## config.mk

```make
export PLATFORM = sky130hd
export DESIGN_NAME = fp_div_seq
export DESIGN_NICKNAME = d
export VERILOG_FILES = /design/src/rtl/fp_div_seq_pkg.sv /design/src/rtl/fp_mant_div_iter.sv /design/src/rtl/fp_div_seq.sv
export SDC_FILE = /design/constraint.sdc
export NUM_CORES = 1
export LEC_CHECK = 0
export ABC_AREA = 1
export CORE_MARGIN = 2
export CORE_UTILIZATION = 27
export DETAILED_ROUTE_END_ITERATION = 7
export PLACE_DENSITY = 0.51
export SYNTH_ARGS = -nofsm -noshare
export SYNTH_HDL_FRONTEND = slang
export SYNTH_SLANG_ARGS = --single-unit
```

## constraint.sdc

```tcl
create_clock -name clk -period 3.61 [get_ports clk]
set_clock_uncertainty 0.15 [all_clocks]
set_input_delay 0.722 -clock clk [delete_from_list [all_inputs] [get_ports clk]]
set_output_delay 0.722 -clock clk [all_outputs]
set_load 0.02 [all_outputs]
```

## src/rtl/fp_div_seq_pkg.sv

```systemverilog
// Shared types and constants for the sequential single-precision divider.
package fp_div_seq_pkg;

    localparam int unsigned WORD_W = 32;
    localparam int unsigned EXP_W  = 8;
    localparam int unsigned FRAC_W = 23;
    localparam int unsigned MANT_W = 24;
    localparam int unsigned QUOT_W = 26;
    localparam int unsigned REM_W  = 26;
    localparam int unsigned CNT_W  = 5;
    localparam int unsigned EXPC_W = 10;

    localparam logic [WORD_W-1:0] QNAN = 32'h7FC0_0000;
    localparam int unsigned       BIAS = 127;
    localparam int unsigned       ITER = 26;

    typedef enum logic [2:0] {
        S_IDLE     = 3'd0,
        S_UNPACK   = 3'd1,
        S_DIVIDE   = 3'd2,
        S_NORM_RND = 3'd3,
        S_DONE     = 3'd4
    } state_t;

    typedef struct packed {
        logic              sign;
        logic [EXP_W-1:0]  exp;
        logic [FRAC_W-1:0] frac;
    } fp32_t;

endpackage

```

## src/rtl/fp_mant_div_iter.sv

```systemverilog
// Restoring radix-2 mantissa divider: one quotient bit per step, MSB weight 2^0.
module fp_mant_div_iter
    import fp_div_seq_pkg::*;
(
    input  logic              clk,
    input  logic              rst,
    input  logic              load,
    input  logic              step,
    input  logic [MANT_W-1:0] dividend,
    input  logic [MANT_W-1:0] divisor,
    output logic [QUOT_W-1:0] quot,
    output logic              sticky
);

    logic [REM_W-1:0]  rem_q, rem_d;
    logic [MANT_W-1:0] dvs_q, dvs_d;
    logic [QUOT_W-1:0] quot_q, quot_d;
    logic              sticky_q, sticky_d;
    logic [REM_W-1:0]  diff_c;
    logic              ge_c;

    // Compare/subtract, then shift the partial remainder for the next bit
    always_comb begin
        rem_d    = rem_q;
        dvs_d    = dvs_q;
        quot_d   = quot_q;
        sticky_d = sticky_q;
        diff_c   = rem_q - REM_W'(dvs_q);
        ge_c     = (rem_q >= REM_W'(dvs_q));
        if (load) begin
            rem_d    = REM_W'(dividend);
            dvs_d    = divisor;
            quot_d   = '0;
            sticky_d = 1'b0;
        end else if (step) begin
            rem_d    = (ge_c ? diff_c : rem_q) << 1;
            quot_d   = {quot_q[QUOT_W-2:0], ge_c};
            sticky_d = (rem_d != '0);
        end
    end

    // Datapath registers
    always_ff @(posedge clk or negedge rst) begin
        if (!rst) begin
            rem_q    <= '0;
            dvs_q    <= '0;
            quot_q   <= '0;
            sticky_q <= 1'b0;
        end else begin
            rem_q    <= rem_d;
            dvs_q    <= dvs_d;
            quot_q   <= quot_d;
            sticky_q <= sticky_d;
        end
    end

    assign quot   = quot_q;
    assign sticky = sticky_q;

endmodule

```

## src/rtl/fp_div_seq.sv

```systemverilog
// Fixed-latency sequential IEEE-754 single-precision divider (RNE, flush-to-zero).
module fp_div_seq
    import fp_div_seq_pkg::*;
(
    input  logic              clk,
    input  logic              rst,
    input  logic              start,
    input  logic [WORD_W-1:0] a,
    input  logic [WORD_W-1:0] b,
    output logic              busy,
    output logic              done,
    output logic [WORD_W-1:0] q
);

    state_t                   state_q, state_d;
    logic                     busy_q, busy_d, done_q, done_d;
    logic [WORD_W-1:0]        q_q, q_d;
    fp32_t                    a_q, a_d, b_q, b_d;
    logic [CNT_W-1:0]         cnt_q, cnt_d;
    logic                     sign_q, sign_d;
    logic signed [EXPC_W-1:0] exp_q, exp_d;
    logic                     spec_q, spec_d;
    logic [WORD_W-1:0]        spec_val_q, spec_val_d;

    logic a_zero_c, a_inf_c, a_nan_c, b_zero_c, b_inf_c, b_nan_c, sign_c, spec_c;
    logic [WORD_W-1:0]        spec_val_c, rnd_res_c;
    logic [QUOT_W-1:0]        quot_c;
    logic                     sticky_c, load_c, step_c;
    logic [MANT_W-1:0]        mant_c;
    logic                     guard_c, rbit_c, rnd_up_c;
    logic [MANT_W:0]          mant_rnd_c;
    logic [FRAC_W-1:0]        frac_c;
    logic signed [EXPC_W-1:0] exp_norm_c, exp_fin_c;

    // State register
    always_ff @(posedge clk or negedge rst) begin
        if (!rst) state_q <= S_IDLE;
        else      state_q <= state_d;
    end

    // Next-state logic
    always_comb begin
        state_d = state_q;
        case (state_q)
            S_IDLE:     if (start) state_d = S_UNPACK;
            S_UNPACK:   state_d = S_DIVIDE;
            S_DIVIDE:   if (cnt_q == CNT_W'(ITER - 1)) state_d = S_NORM_RND;
            S_NORM_RND: state_d = S_DONE;
            S_DONE:     state_d = S_IDLE;
            default:    state_d = S_IDLE;
        endcase
    end

    // Handshake outputs, registered alongside the state they describe
    always_comb begin
        busy_d = (state_d != S_IDLE);
        done_d = (state_d == S_DONE);
    end

    // Operand classification and special-case result; denormals count as zero
    always_comb begin
        a_zero_c   = (a_q.exp == '0);
        a_inf_c    = (a_q.exp == '1) && (a_q.frac == '0);
        a_nan_c    = (a_q.exp == '1) && (a_q.frac != '0);
        b_zero_c   = (b_q.exp == '0);
        b_inf_c    = (b_q.exp == '1) && (b_q.frac == '0);
        b_nan_c    = (b_q.exp == '1) && (b_q.frac != '0);
        sign_c     = a_q.sign ^ b_q.sign;
        spec_c     = 1'b0;
        spec_val_c = '0;
        if (a_nan_c || b_nan_c || (a_zero_c && b_zero_c) || (a_inf_c && b_inf_c)) begin
            spec_c     = 1'b1;
            spec_val_c = QNAN;
        end else if (a_inf_c || b_zero_c) begin
            spec_c     = 1'b1;
            spec_val_c = {sign_c, 8'hFF, 23'd0};
        end else if (a_zero_c || b_inf_c) begin
            spec_c     = 1'b1;
            spec_val_c = {sign_c, 31'd0};
        end
    end

    // Normalize the raw quotient, round to nearest even, then range-check
    always_comb begin
        mant_c     = quot_c[QUOT_W-1:2];
        guard_c    = quot_c[1];
        rbit_c     = quot_c[0];
        exp_norm_c = exp_q;
        if (!quot_c[QUOT_W-1]) begin
            mant_c     = quot_c[QUOT_W-2:1];
            guard_c    = quot_c[0];
            rbit_c     = 1'b0;
            exp_norm_c = exp_q - 10'sd1;
        end
        rnd_up_c   = guard_c & (rbit_c | sticky_c | mant_c[0]);
        mant_rnd_c = {1'b0, mant_c} + (MANT_W + 1)'(rnd_up_c);
        frac_c     = mant_rnd_c[FRAC_W-1:0];
        exp_fin_c  = exp_norm_c;
        if (mant_rnd_c[MANT_W]) begin
            frac_c    = mant_rnd_c[FRAC_W:1];
            exp_fin_c = exp_norm_c + 10'sd1;
        end
        if (exp_fin_c >= 10'sd255)    rnd_res_c = {sign_q, 8'hFF, 23'd0};
        else if (exp_fin_c <= 10'sd0) rnd_res_c = {sign_q, 31'd0};
        else                          rnd_res_c = {sign_q, exp_fin_c[EXP_W-1:0], frac_c};
    end

    // Per-state datapath updates
    always_comb begin
        a_d        = a_q;
        b_d        = b_q;
        cnt_d      = cnt_q;
        sign_d     = sign_q;
        exp_d      = exp_q;
        spec_d     = spec_q;
        spec_val_d = spec_val_q;
        q_d        = q_q;
        case (state_q)
            S_IDLE: begin
                if (start) begin
                    a_d = fp32_t'(a);
                    b_d = fp32_t'(b);
                end
            end
            S_UNPACK: begin
                cnt_d      = '0;
                sign_d     = sign_c;
                exp_d      = $signed({2'b00, a_q.exp}) - $signed({2'b00, b_q.exp})
                           + $signed(EXPC_W'(BIAS));
                spec_d     = spec_c;
                spec_val_d = spec_val_c;
            end
            S_DIVIDE:   cnt_d = cnt_q + CNT_W'(1);
            S_NORM_RND: q_d = spec_q ? spec_val_q : rnd_res_c;
            default: ;
        endcase
    end

    // Datapath and output registers
    always_ff @(posedge clk or negedge rst) begin
        if (!rst) begin
            busy_q     <= 1'b0;
            done_q     <= 1'b0;
            q_q        <= '0;
            a_q        <= '0;
            b_q        <= '0;
            cnt_q      <= '0;
            sign_q     <= 1'b0;
            exp_q      <= '0;
            spec_q     <= 1'b0;
            spec_val_q <= '0;
        end else begin
            busy_q     <= busy_d;
            done_q     <= done_d;
            q_q        <= q_d;
            a_q        <= a_d;
            b_q        <= b_d;
            cnt_q      <= cnt_d;
            sign_q     <= sign_d;
            exp_q      <= exp_d;
            spec_q     <= spec_d;
            spec_val_q <= spec_val_d;
        end
    end

    assign load_c = (state_q == S_UNPACK);
    assign step_c = (state_q == S_DIVIDE);

    fp_mant_div_iter u_mant_div (
        .clk      (clk),
        .rst      (rst),
        .load     (load_c),
        .step     (step_c),
        .dividend ({1'b1, a_q.frac}),
        .divisor  ({1'b1, b_q.frac}),
        .quot     (quot_c),
        .sticky   (sticky_c)
    );

    assign busy = busy_q;
    assign done = done_q;
    assign q    = q_q;

endmodule
```

==> results.cfg, run 1 <==
[critical_path]
worstRegToRegCells = 21
setup.worst_path.end_class = flip-flop
max_incr_delay_on_cp_ps = 410
critical_path_data_required_time_ps = 3830
worstPathArrival_ps = 3490
reg2reg_from = u_mant_div.rem_q[0]$_DFFE_PN0P_
timing.critical_path.from = u_mant_div.rem_q[0]$_DFFE_PN0P_
cp.depth = 21
crit_fanout = 31
endpoint = u_mant_div.sticky$_DFFE_PN0P_
regToRegSetupSlack_ps = 340
crit-reg2reg-capture = u_mant_div.sticky$_DFFE_PN0P_
path_common_cell = sky130_fd_sc_hd__nand2_1
path_buf_inv = 3
start_kind = flip-flop
slowest_stage = sky130_fd_sc_hd__fa_1
critPathKind = reg -> reg
timing.critical_path.cells = inv_1 -> ha_1 -> inv_1 -> fa_1 -> nand3_1 -> nand2_1 -> nand2_1 -> nand2_1 -> nand2_1 -> nand2_1 -> nand2_1 -> nand3_1 -> buf_8 -> o21ai_0 -> nand2_1 -> nor2_1 -> nand2_1 -> nor2_1 -> nand2_1 -> nand2_1 -> nand2_1
timing.critical_path.max_delay_family = simple AND/OR/NAND/NOR gates

[final_layout]
leading_cell_types_in_the_layout_fill_and_taps_excluded = 430 x sky130_fd_sc_hd__nand2_1, 215 x sky130_fd_sc_hd__inv_1, 198 x sky130_fd_sc_hd__dfrtp_1
num-fill-cells = 4680
area_delta_synth_final_pct = 19.7
layout.nets = 1793
mostFrequentLayoutCell = sky130_fd_sc_hd__nand2_1
drive_gt1_share_pct = 5.77
antenna_cells_inserted = 0

[synthesis]
postSynthCellCount = 1593
mappedNetlistArea_sq_um = 11800
postSynthNetCount = 1700
yosys.area_share.adder_pct = 4.36
ys_seq_area_share_pct = 41.9
combinational_family_with_the_most_area_after_synthesis = simple AND/OR/NAND/NOR gates
fraction_of_synthesized_area_in_multiplexers_pct = 1.14
post_synthesis_cell_type_with_the_largest_combined_area = sky130_fd_sc_hd__dfrtp_1
post_synth_and_or_nand_nor_area_fraction_pct = 26.8
synth-main-ff-cell = sky130_fd_sc_hd__dfrtp_1
parity_gate_share_of_the_synthesized_area_counting_xor_and_xnor_cells_pct = 3.63
top_area_cells_in_the_synthesized_netlist = sky130_fd_sc_hd__dfrtp_1 42%, sky130_fd_sc_hd__nand2_1 14%, sky130_fd_sc_hd__inv_1 6.9%
synth_enable_flop_cells = 0
synth_largest_type_area_fraction_pct = 41.9
yosysWarningCount = 0
yosys_register_bits = 198
async_reset_ff_share_pct = 100
synth.avg_cell_area_sq_um = 7.42
yosys.cell_types.count = 48
synth_compound_gate_area_share_pct = 13.2

[grt]
number_of_global_route_vias_before_repair = 10600
grt-ovfl-total = 0
antenna_found_initial = 0
grt_util_all_layers_pct = 15.5
grt_pass1_wl_mm = 55.4
grt_start_max_net_pins = 97

[power]
power_frac_comb_pct = 60.5
share_clk_of_total_power_pct = 13.2
netSwitchingPower_uw = 7440
power.switching_fraction_pct = 50.4
cellPowerDensity_nw_per_um2 = 1040
total_leakage_power_uw = 0.00671
sequentialPowerShare_pct = 26.3
intPower_uw = 7330
power.ir.vdd_worst_mv = 0.361

[sta]
setup_violations = 0
maxSlewHeadroom_pct = 35.4
achievable-frequency_mhz = 306
finalHoldViolCount = 0
slew_violations = 0
period_share_pct = 90.6
post_route_setup_tns_ps = 0
rsz0062_at_grt = no
postLayoutSetupSlackWorst_ps = 340
worst-slew-pin-transition_ps = 969
post-route-min-period_ps = 3270

[place]
weighted_congestion_at_the_end_of_routability_driven_global_placement = 0.939
place.port_buffers = 100
detailedPlace.worstSlack_ps = 202
hpwlAfterDp_mm = 25.9

[clocking]
clock_tree.htree_level_count = 4
clockRootBuffer = sky130_fd_sc_hd__clkbuf_16
cts.hold.buffers_added = 0
number_of_buffers_inserted_during_clock_tree_synthesis = 17
path_clk_slew_ps = 90
clkSinkCount = 198
cts.path.max_buffers = 2
cts_tree = yes
clkLatencyLatePin_ps = 470

[floorplanning]
floorplan.initialDensity_pct = 27.4
io-pin-count = 101
horizontal_extent_of_the_die_microns = 213
row_count = 76
floorplan.die.height_microns = 213
core_area_sq_um = 43200
die_area_sq_um = 45500

[drt]
first_iter_violations = 670
wirelength_mm = 33.5
num_vias = 10600
drc = 0
mean_routed_wirelength_per_cell_microns = 14.7
avgViaCountPerCell = 4.65
routed_antenna_nets = 0
drt_pass1_iterations = 7

[status]
status = completed

[min_path]
hp-class = in -> async

[run]
maxCapViolations = 0
-- state kept, by name, indices dropped and copies added, names as in the netlist, 3 cells and up --
| register | cells |
|---|---|
| a_q | 32 |
| b_q | 32 |
| cnt_q | 5 |
| exp_q | 10 |
| q | 32 |
| spec_val_q | 3 |
| state_q | 3 |
| u_mant_div.dvs_q | 24 |
| u_mant_div.quot | 26 |
| u_mant_div.rem_q | 26 |
-- how the worst min path moves through the flow --
stage,start,end,slack (ps),cells past startpoint
CTS,rst,q[7]$_DFFE_PN0P_,110,1
floorplan,rst,a_q[0]$_DFFE_PN0P_,280,0
detailed placement,u_mant_div.dvs_q[23]$_DFFE_PN0P_,u_mant_div.dvs_q[23]$_DFFE_PN0P_,300,2
finish,rst,u_mant_div.rem_q[21]$_DFFE_PN0P_,80,1
global route,rst,u_mant_div.dvs_q[23]$_DFFE_PN0P_,120,1
global placement,u_mant_div.dvs_q[23]$_DFFE_PN0P_,u_mant_div.dvs_q[23]$_DFFE_PN0P_,290,2
-- stage by stage --
stage,power (uW),std cells,hold WS (ps),utilization (%),area [sq um]
after floorplan,10200,1593,276,-,11800
after global placement,12700,2248,290,31.3,13500
after detailed placement,12700,2248,297,31.3,13500
after CTS,14700,2280,109,32.7,14100
after global routing,16300,2284,119,32.8,14200
final,14800,2284,83.4,32.8,14200
-- what timing repair did --
action,in CTS,in global routing
buffers inserted,0,4
resized for setup,0,9
endpoints found under the setup margin,0,13
-- cell families (layout without fill, tap and decap cells) --
kind of cell	count (synthesis)	after routing
compound gates	277	277
xor+xnor	49	49
fa+ha+maj	40	40
buf+inv	271	377
flops	198	198
mux	12	12
simple gates	746	746
-- synth_stat cells (3+ instances only) --
cell and count:
sky130_fd_sc_hd__nor3_1 14, sky130_fd_sc_hd__o221ai_1 16, sky130_fd_sc_hd__inv_2 3, sky130_fd_sc_hd__nand3_1 66, sky130_fd_sc_hd__inv_1 216, sky130_fd_sc_hd__o21ai_1 15
sky130_fd_sc_hd__buf_6 5, sky130_fd_sc_hd__a21oi_1 103, sky130_fd_sc_hd__a21o_1 3, sky130_fd_sc_hd__xor2_1 36, sky130_fd_sc_hd__mux2_2 12, sky130_fd_sc_hd__dfrtp_1 198
sky130_fd_sc_hd__o22ai_1 30, sky130_fd_sc_hd__clkbuf_1 38, sky130_fd_sc_hd__nand2_1 430, sky130_fd_sc_hd__buf_1 6, sky130_fd_sc_hd__xnor2_1 13, sky130_fd_sc_hd__ha_1 38
sky130_fd_sc_hd__nor2_1 151, sky130_fd_sc_hd__nand4_1 51, sky130_fd_sc_hd__nor4_1 13, sky130_fd_sc_hd__o21bai_1 4, sky130_fd_sc_hd__nand2_2 4, sky130_fd_sc_hd__nand3_2 5
sky130_fd_sc_hd__o21ai_0 86, sky130_fd_sc_hd__nor2_2 5, sky130_fd_sc_hd__o211ai_1 7
-- final cells by class --
cell class	count	area [sq um]	area share (%)
well taps	585	732	5.17
inverters	219	826	5.83
repair buffers	126	1240	8.73
flip-flops and latches	198	4950	35.0
multi-input cells	1124	5830	41.1
clock buffers	17	425	3.00
clock inverters	15	159	1.12
-- routing by layer --
layer  global-route usage [%]  wire, microns  vias to the layer above
li1                         -              -                     5389
met1                     22.2          17100                     4997
met2                     24.0          14600                      203
met3                     2.75           1330                       22
met4                     4.14            429                        0
met5                        0              0                        -
-- power by group through the flow --
stage                     clock, uW  sequential [uW]  combinational [uW]
final                          1950             3890                8930
after global routing           2110             4010               10200
after CTS                      2020             3890                8820
after detailed placement          0             3930                8770
after global placement            0             3920                8750
after floorplan                   0             3820                6380
(Power assumes the default switching activity.)
==> run 2: changes to the inputs <==
Settings changed: CTS_BUF_LIST set to sky130_fd_sc_hd__clkbuf_4.
==> results.cfg, run 2 (synthesized netlist as in run 1, its figures left out) <==
[sta]
worst-slew-pin-transition_ps = 958
finalHoldViolCount = 0
setup_violations = 0
period_share_pct = 91.5
post-route-min-period_ps = 3300
achievable-frequency_mhz = 303
slew_violations = 0
maxSlewHeadroom_pct = 36.1
rsz0062_at_grt = yes

[place]
place.port_buffers = 100
weighted_congestion_at_the_end_of_routability_driven_global_placement = 0.939
hpwlAfterDp_mm = 25.9
post-place-cells = 2248
placedInstanceArea_sq_um = 13500

[grt]
grt_pass1_wl_mm = 55.2
number_of_global_route_vias_before_repair = 10500
grt-ovfl-total = 0
grt_util_all_layers_pct = 15.4
grt_start_max_net_pins = 97
antenna_found_initial = 1

[drt]
avgViaCountPerCell = 4.64
first_iter_violations = 732
mean_routed_wirelength_per_cell_microns = 14.6
routed_antenna_nets = 0
wirelength_mm = 33.5
num_vias = 10600
drt_pass1_iterations = 5
drc = 0

[clocking]
clkLatencyLatePin_ps = 650
cts.path.max_buffers = 2
clkSinkCount = 198
clock_tree.htree_level_count = 4
cts_tree = yes
number_of_buffers_inserted_during_clock_tree_synthesis = 17
clockRootBuffer = sky130_fd_sc_hd__clkbuf_4
path_clk_slew_ps = 200

[critical_path]
critPathKind = reg -> reg
crit_fanout = 31
regToRegSetupSlack_ps = 310
setup.worst_path.end_class = flip-flop
crit-reg2reg-capture = u_mant_div.sticky$_DFFE_PN0P_
reg2reg_from = u_mant_div.rem_q[0]$_DFFE_PN0P_
start_kind = flip-flop
worstRegToRegCells = 21
worstPathArrival_ps = 3720
critical_path_data_required_time_ps = 4030

[final_layout]
utilization_pct = 32.1
multi_input_comb_area_sq_um = 5830
postLayoutCellArea_sq_um = 13900
instances_no_fill = 2286
layout.area.seq_sq_um = 4960
drive_gt1_share_pct = 5.82
layout.nets = 1794
leading_cell_types_in_the_layout_fill_and_taps_excluded = 430 x sky130_fd_sc_hd__nand2_1, 215 x sky130_fd_sc_hd__inv_1, 197 x sky130_fd_sc_hd__dfrtp_1
area_delta_synth_final_pct = 17.3
mostFrequentLayoutCell = sky130_fd_sc_hd__nand2_1
num-fill-cells = 4705

[run]
maxCapViolations = 0

[floorplanning]
horizontal_extent_of_the_die_microns = 213
die_area_sq_um = 45500
floorplan.initialDensity_pct = 27.4
io-pin-count = 101
core_area_sq_um = 43200
floorplan.die.height_microns = 213
row_count = 76

[min_path]
hp-class = reg -> reg
whs_endpoint = u_mant_div.dvs_q[23]$_DFFE_PN0P_
hold_path.startpoint = u_mant_div.dvs_q[23]$_DFFE_PN0P_
timing.hold.worst_path_depth = 2

[power]
power.ir.vdd_worst_mv = 0.304
share_clk_of_total_power_pct = 8.9
power.switching_fraction_pct = 52.3
intPower_uw = 6700
total_power_uw = 14000
total_leakage_power_uw = 0.00658
cellPowerDensity_nw_per_um2 = 1010
power_frac_comb_pct = 63.5
netSwitchingPower_uw = 7350
sequentialPowerShare_pct = 27.6

[status]
status = completed
-- run 2: cell types whose count changed in the layout (fill, tap and decap cells not counted), sizes merged --
cell,change
dlygate4sd3,+1
diode,+1
-- run 2: timing repair --
item,CTS,global route
buffers inserted,0,4
setup endpoints to repair,0,24
gates resized for setup,0,9
hold buffers,1,0
hold endpoints to repair,56,0
-- run 2: critical path, cell delays in order (launching register included) --
cell and delay [ps]:
sky130_fd_sc_hd__dfrtp_1 420, sky130_fd_sc_hd__inv_1 80, sky130_fd_sc_hd__ha_1 170, sky130_fd_sc_hd__inv_1 80, sky130_fd_sc_hd__fa_1 410, sky130_fd_sc_hd__nand3_1 90
sky130_fd_sc_hd__nand2_1 130, sky130_fd_sc_hd__nand2_1 90, sky130_fd_sc_hd__nand2_1 120, sky130_fd_sc_hd__nand2_1 90, sky130_fd_sc_hd__nand2_1 100, sky130_fd_sc_hd__nand2_1 90
sky130_fd_sc_hd__nand3_1 90, sky130_fd_sc_hd__buf_6 210, sky130_fd_sc_hd__o21ai_0 260, sky130_fd_sc_hd__nand2_1 100, sky130_fd_sc_hd__nor2_1 180, sky130_fd_sc_hd__nand2_1 120
sky130_fd_sc_hd__nor2_1 90, sky130_fd_sc_hd__nand2_1 60, sky130_fd_sc_hd__nand2_1 60, sky130_fd_sc_hd__nand2_1 60
-- run 2: area by class of cell --
type / instances / area share, %
repair buffers: 127 / 8.96
clock buffers: 17 / 0.920
diodes: 1 / 0.0180
flip-flops and latches: 198 / 35.7
clock inverters: 15 / 1.15
inverters: 219 / 5.95
multi-input cells: 1124 / 42.0
well taps: 585 / 5.28
-- run 2: power by group through the flow --
stage	logic (uW)	registers (uW)	clock network (uW)
2_1_floorplan	6380	3820	0
3_3_place_gp	8750	3920	0
3_5_place_dp	8770	3930	0
4_1_cts	8820	3880	1320
5_1_grt	10200	3990	1400
6_report	8920	3870	1250
-- run 2: worst max path at each step --
stage,startpoint,end,slack [ps],depth (start not counted)
after floorplan,u_mant_div.quot[25]$_DFFE_PN0P_,q[0]$_DFFE_PN0P_,480,21
after global placement,u_mant_div.rem_q[0]$_DFFE_PN0P_,u_mant_div.sticky$_DFFE_PN0P_,210,21
after detailed placement,u_mant_div.rem_q[0]$_DFFE_PN0P_,u_mant_div.sticky$_DFFE_PN0P_,200,21
after CTS,u_mant_div.rem_q[0]$_DFFE_PN0P_,u_mant_div.sticky$_DFFE_PN0P_,180,21
after global routing,u_mant_div.rem_q[0]$_DFFE_PN0P_,u_mant_div.sticky$_DFFE_PN0P_,-3,22
final,u_mant_div.rem_q[0]$_DFFE_PN0P_,u_mant_div.sticky$_DFFE_PN0P_,310,21
-- run 2: metal layers --
layer  up-vias  track usage [%]  part of all wire (%)
met2       197             24.0                    44
li1       5393                -                     -
met1      4995             22.1                    51
met3        27             2.63                   3.7
met4         0             3.74                   1.4
met5         -                0                     0
-- run 2: metrics by stage --
step	worst slack (ps)	hold slack (ps)	TNS (ps)
final	308	332	0
after detailed placement	202	297	0
after global routing	-3.33	371	-3.33
after floorplan	476	276	0
after CTS	177	338	0
after global placement	207	290	0
==> run 3: changes to the inputs <==
Settings changed: MAX_ROUTING_LAYER set to met4.
==> results.cfg, run 3 (synthesized netlist as in run 1, its figures left out) <==
[status]
status = completed

[grt]
grt_start_max_net_pins = 82
grt_pass1_wl_mm = 55.5
globalRouteMet2Util_pct = 24.5
grt_util_met1_pct = 22.4
antenna_found_initial = 1
number_of_global_route_vias_before_repair = 10400
grt-ovfl-total = 0
globalRoute.busiestLayer = met2
grt_util_all_layers_pct = 16.1
grtUsageMet3_pct = 2.07

[sta]
achievable-frequency_mhz = 298
rsz0062_at_grt = yes
setup_violations = 0
slew_violations = 0
maxSlewHeadroom_pct = 50.6
period_share_pct = 93.1
whs_ps = 334
post-route-min-period_ps = 3360
finalHoldViolCount = 0
worst-slew-pin-transition_ps = 740

[clocking]
clock_tree.htree_level_count = 4
number_of_buffers_inserted_during_clock_tree_synthesis = 17
cts_tree = yes
clkSinkCount = 198
clockRootBuffer = sky130_fd_sc_hd__clkbuf_4
path_clk_slew_ps = 220
clkLatencyLatePin_ps = 670
cts.path.max_buffers = 2

[min_path]
hold_path.startpoint = u_mant_div.dvs_q[23]$_DFFE_PN0P_
hp-class = reg -> reg
timing.hold.worst_path_depth = 2
whs_endpoint = u_mant_div.dvs_q[23]$_DFFE_PN0P_

[final_layout]
leading_cell_types_in_the_layout_fill_and_taps_excluded = 430 x sky130_fd_sc_hd__nand2_1, 215 x sky130_fd_sc_hd__inv_1, 197 x sky130_fd_sc_hd__dfrtp_1
utilization_pct = 32.2
layout.area.seq_sq_um = 4960
layout.nets = 1795
postLayoutCellArea_sq_um = 13900
mostFrequentLayoutCell = sky130_fd_sc_hd__nand2_1
area_delta_synth_final_pct = 17.6
num-fill-cells = 4753
multi_input_comb_area_sq_um = 5830
instances_no_fill = 2287
drive_gt1_share_pct = 5.94

[floorplanning]
io-pin-count = 101
die_area_sq_um = 45500
floorplan.initialDensity_pct = 27.4
horizontal_extent_of_the_die_microns = 213
floorplan.die.height_microns = 213
row_count = 76
core_area_sq_um = 43200

[critical_path]
setup.worst_path.end_class = flip-flop
regToRegSetupSlack_ps = 250
worstPathArrival_ps = 3800
reg2reg_from = u_mant_div.rem_q[0]$_DFFE_PN0P_
critPathKind = reg -> reg
crit_fanout = 31
start_kind = flip-flop
crit-reg2reg-capture = u_mant_div.sticky$_DFFE_PN0P_
critical_path_data_required_time_ps = 4050
worstRegToRegCells = 21

[place]
hpwlAfterDp_mm = 26.3
weighted_congestion_at_the_end_of_routability_driven_global_placement = 0.920
place.port_buffers = 100
placedInstanceArea_sq_um = 13500
post-place-cells = 2250

[power]
cellPowerDensity_nw_per_um2 = 1010
intPower_uw = 6660
power.switching_fraction_pct = 52.7
total_power_uw = 14100
power.ir.vdd_worst_mv = 0.351
sequentialPowerShare_pct = 27.5
total_leakage_power_uw = 0.00659
power_frac_comb_pct = 63.5
netSwitchingPower_uw = 7440
share_clk_of_total_power_pct = 9.0

[drt]
drc = 0
num_vias = 10600
wirelength_mm = 33.9
drt_pass1_iterations = 5
routed_antenna_nets = 0
avgViaCountPerCell = 4.62
mean_routed_wirelength_per_cell_microns = 14.8
first_iter_violations = 721

[run]
maxCapViolations = 0
-- run 3: area by class of cell --
class	count	area share, %
multi-input combinational	1124	41.9
sequential	198	35.7
timing repair buffer	128	9.02
inverter	219	5.94
tap	585	5.27
clock inverter	15	1.24
clock buffer	17	0.918
antenna	1	0.0180
-- run 3: what timing repair did --
item | in CTS | in global routing
hold buffers | 1 | 0
endpoints found under the setup margin | 0 | 20
hold endpoints to repair | 78 | 0
setup buffers | 0 | 3
gates resized for setup | 0 | 10
-- run 3: how the worst max path moves through the flow --
stage	from	endpoint
2_1_floorplan	u_mant_div.quot[25]$_DFFE_PN0P_	q[0]$_DFFE_PN0P_
3_3_place_gp	u_mant_div.rem_q[0]$_DFFE_PN0P_	u_mant_div.sticky$_DFFE_PN0P_
3_5_place_dp	u_mant_div.rem_q[0]$_DFFE_PN0P_	u_mant_div.sticky$_DFFE_PN0P_
4_1_cts	u_mant_div.rem_q[0]$_DFFE_PN0P_	u_mant_div.sticky$_DFFE_PN0P_
5_1_grt	u_mant_div.rem_q[0]$_DFFE_PN0P_	u_mant_div.sticky$_DFFE_PN0P_
6_report	u_mant_div.rem_q[0]$_DFFE_PN0P_	u_mant_div.sticky$_DFFE_PN0P_
-- run 3: power by group through the flow --
stage	clock (uW)	combinational, uW	sequential [uW]
after floorplan	0	6380	3820
after global placement	0	8840	3920
after detailed placement	0	8860	3930
after CTS	1330	8910	3870
after global routing	1400	10200	4000
final	1270	8950	3870
-- run 3: worst max-delay path, cell delays in order, from the launching register on --
cell	delay (ps)
sky130_fd_sc_hd__dfrtp_1	410
sky130_fd_sc_hd__inv_1	80
sky130_fd_sc_hd__ha_1	170
sky130_fd_sc_hd__inv_1	90
sky130_fd_sc_hd__fa_1	410
sky130_fd_sc_hd__nand3_1	90
sky130_fd_sc_hd__nand2_1	130
sky130_fd_sc_hd__nand2_1	90
sky130_fd_sc_hd__nand2_1	120
sky130_fd_sc_hd__nand2_1	90
sky130_fd_sc_hd__nand2_1	100
sky130_fd_sc_hd__nand2_1	100
sky130_fd_sc_hd__nand3_1	110
sky130_fd_sc_hd__buf_8	200
sky130_fd_sc_hd__o21ai_0	300
sky130_fd_sc_hd__nand2_1	110
sky130_fd_sc_hd__nor2_1	130
sky130_fd_sc_hd__nand2_1	80
sky130_fd_sc_hd__nor2_1	140
sky130_fd_sc_hd__nand2_1	80
sky130_fd_sc_hd__nand2_1	60
sky130_fd_sc_hd__nand2_1	50
-- run 3: stage by stage --
stage | setup slack (ps) | TNS (ps)
floorplan | 476 | 0
global placement | 23.1 | 0
detailed placement | 30.6 | 0
CTS | 39.5 | 0
global route | -61.8 | -61.8
finish | 251 | 0
-- run 3: per-layer routing --
layer,routed length [microns],share of wire (%),vias up
met3,1120,3.3,29
met1,17400,51,4921
met2,14800,44,212
met4,605,1.8,0
li1,-,-,5397
met5,0,0,-
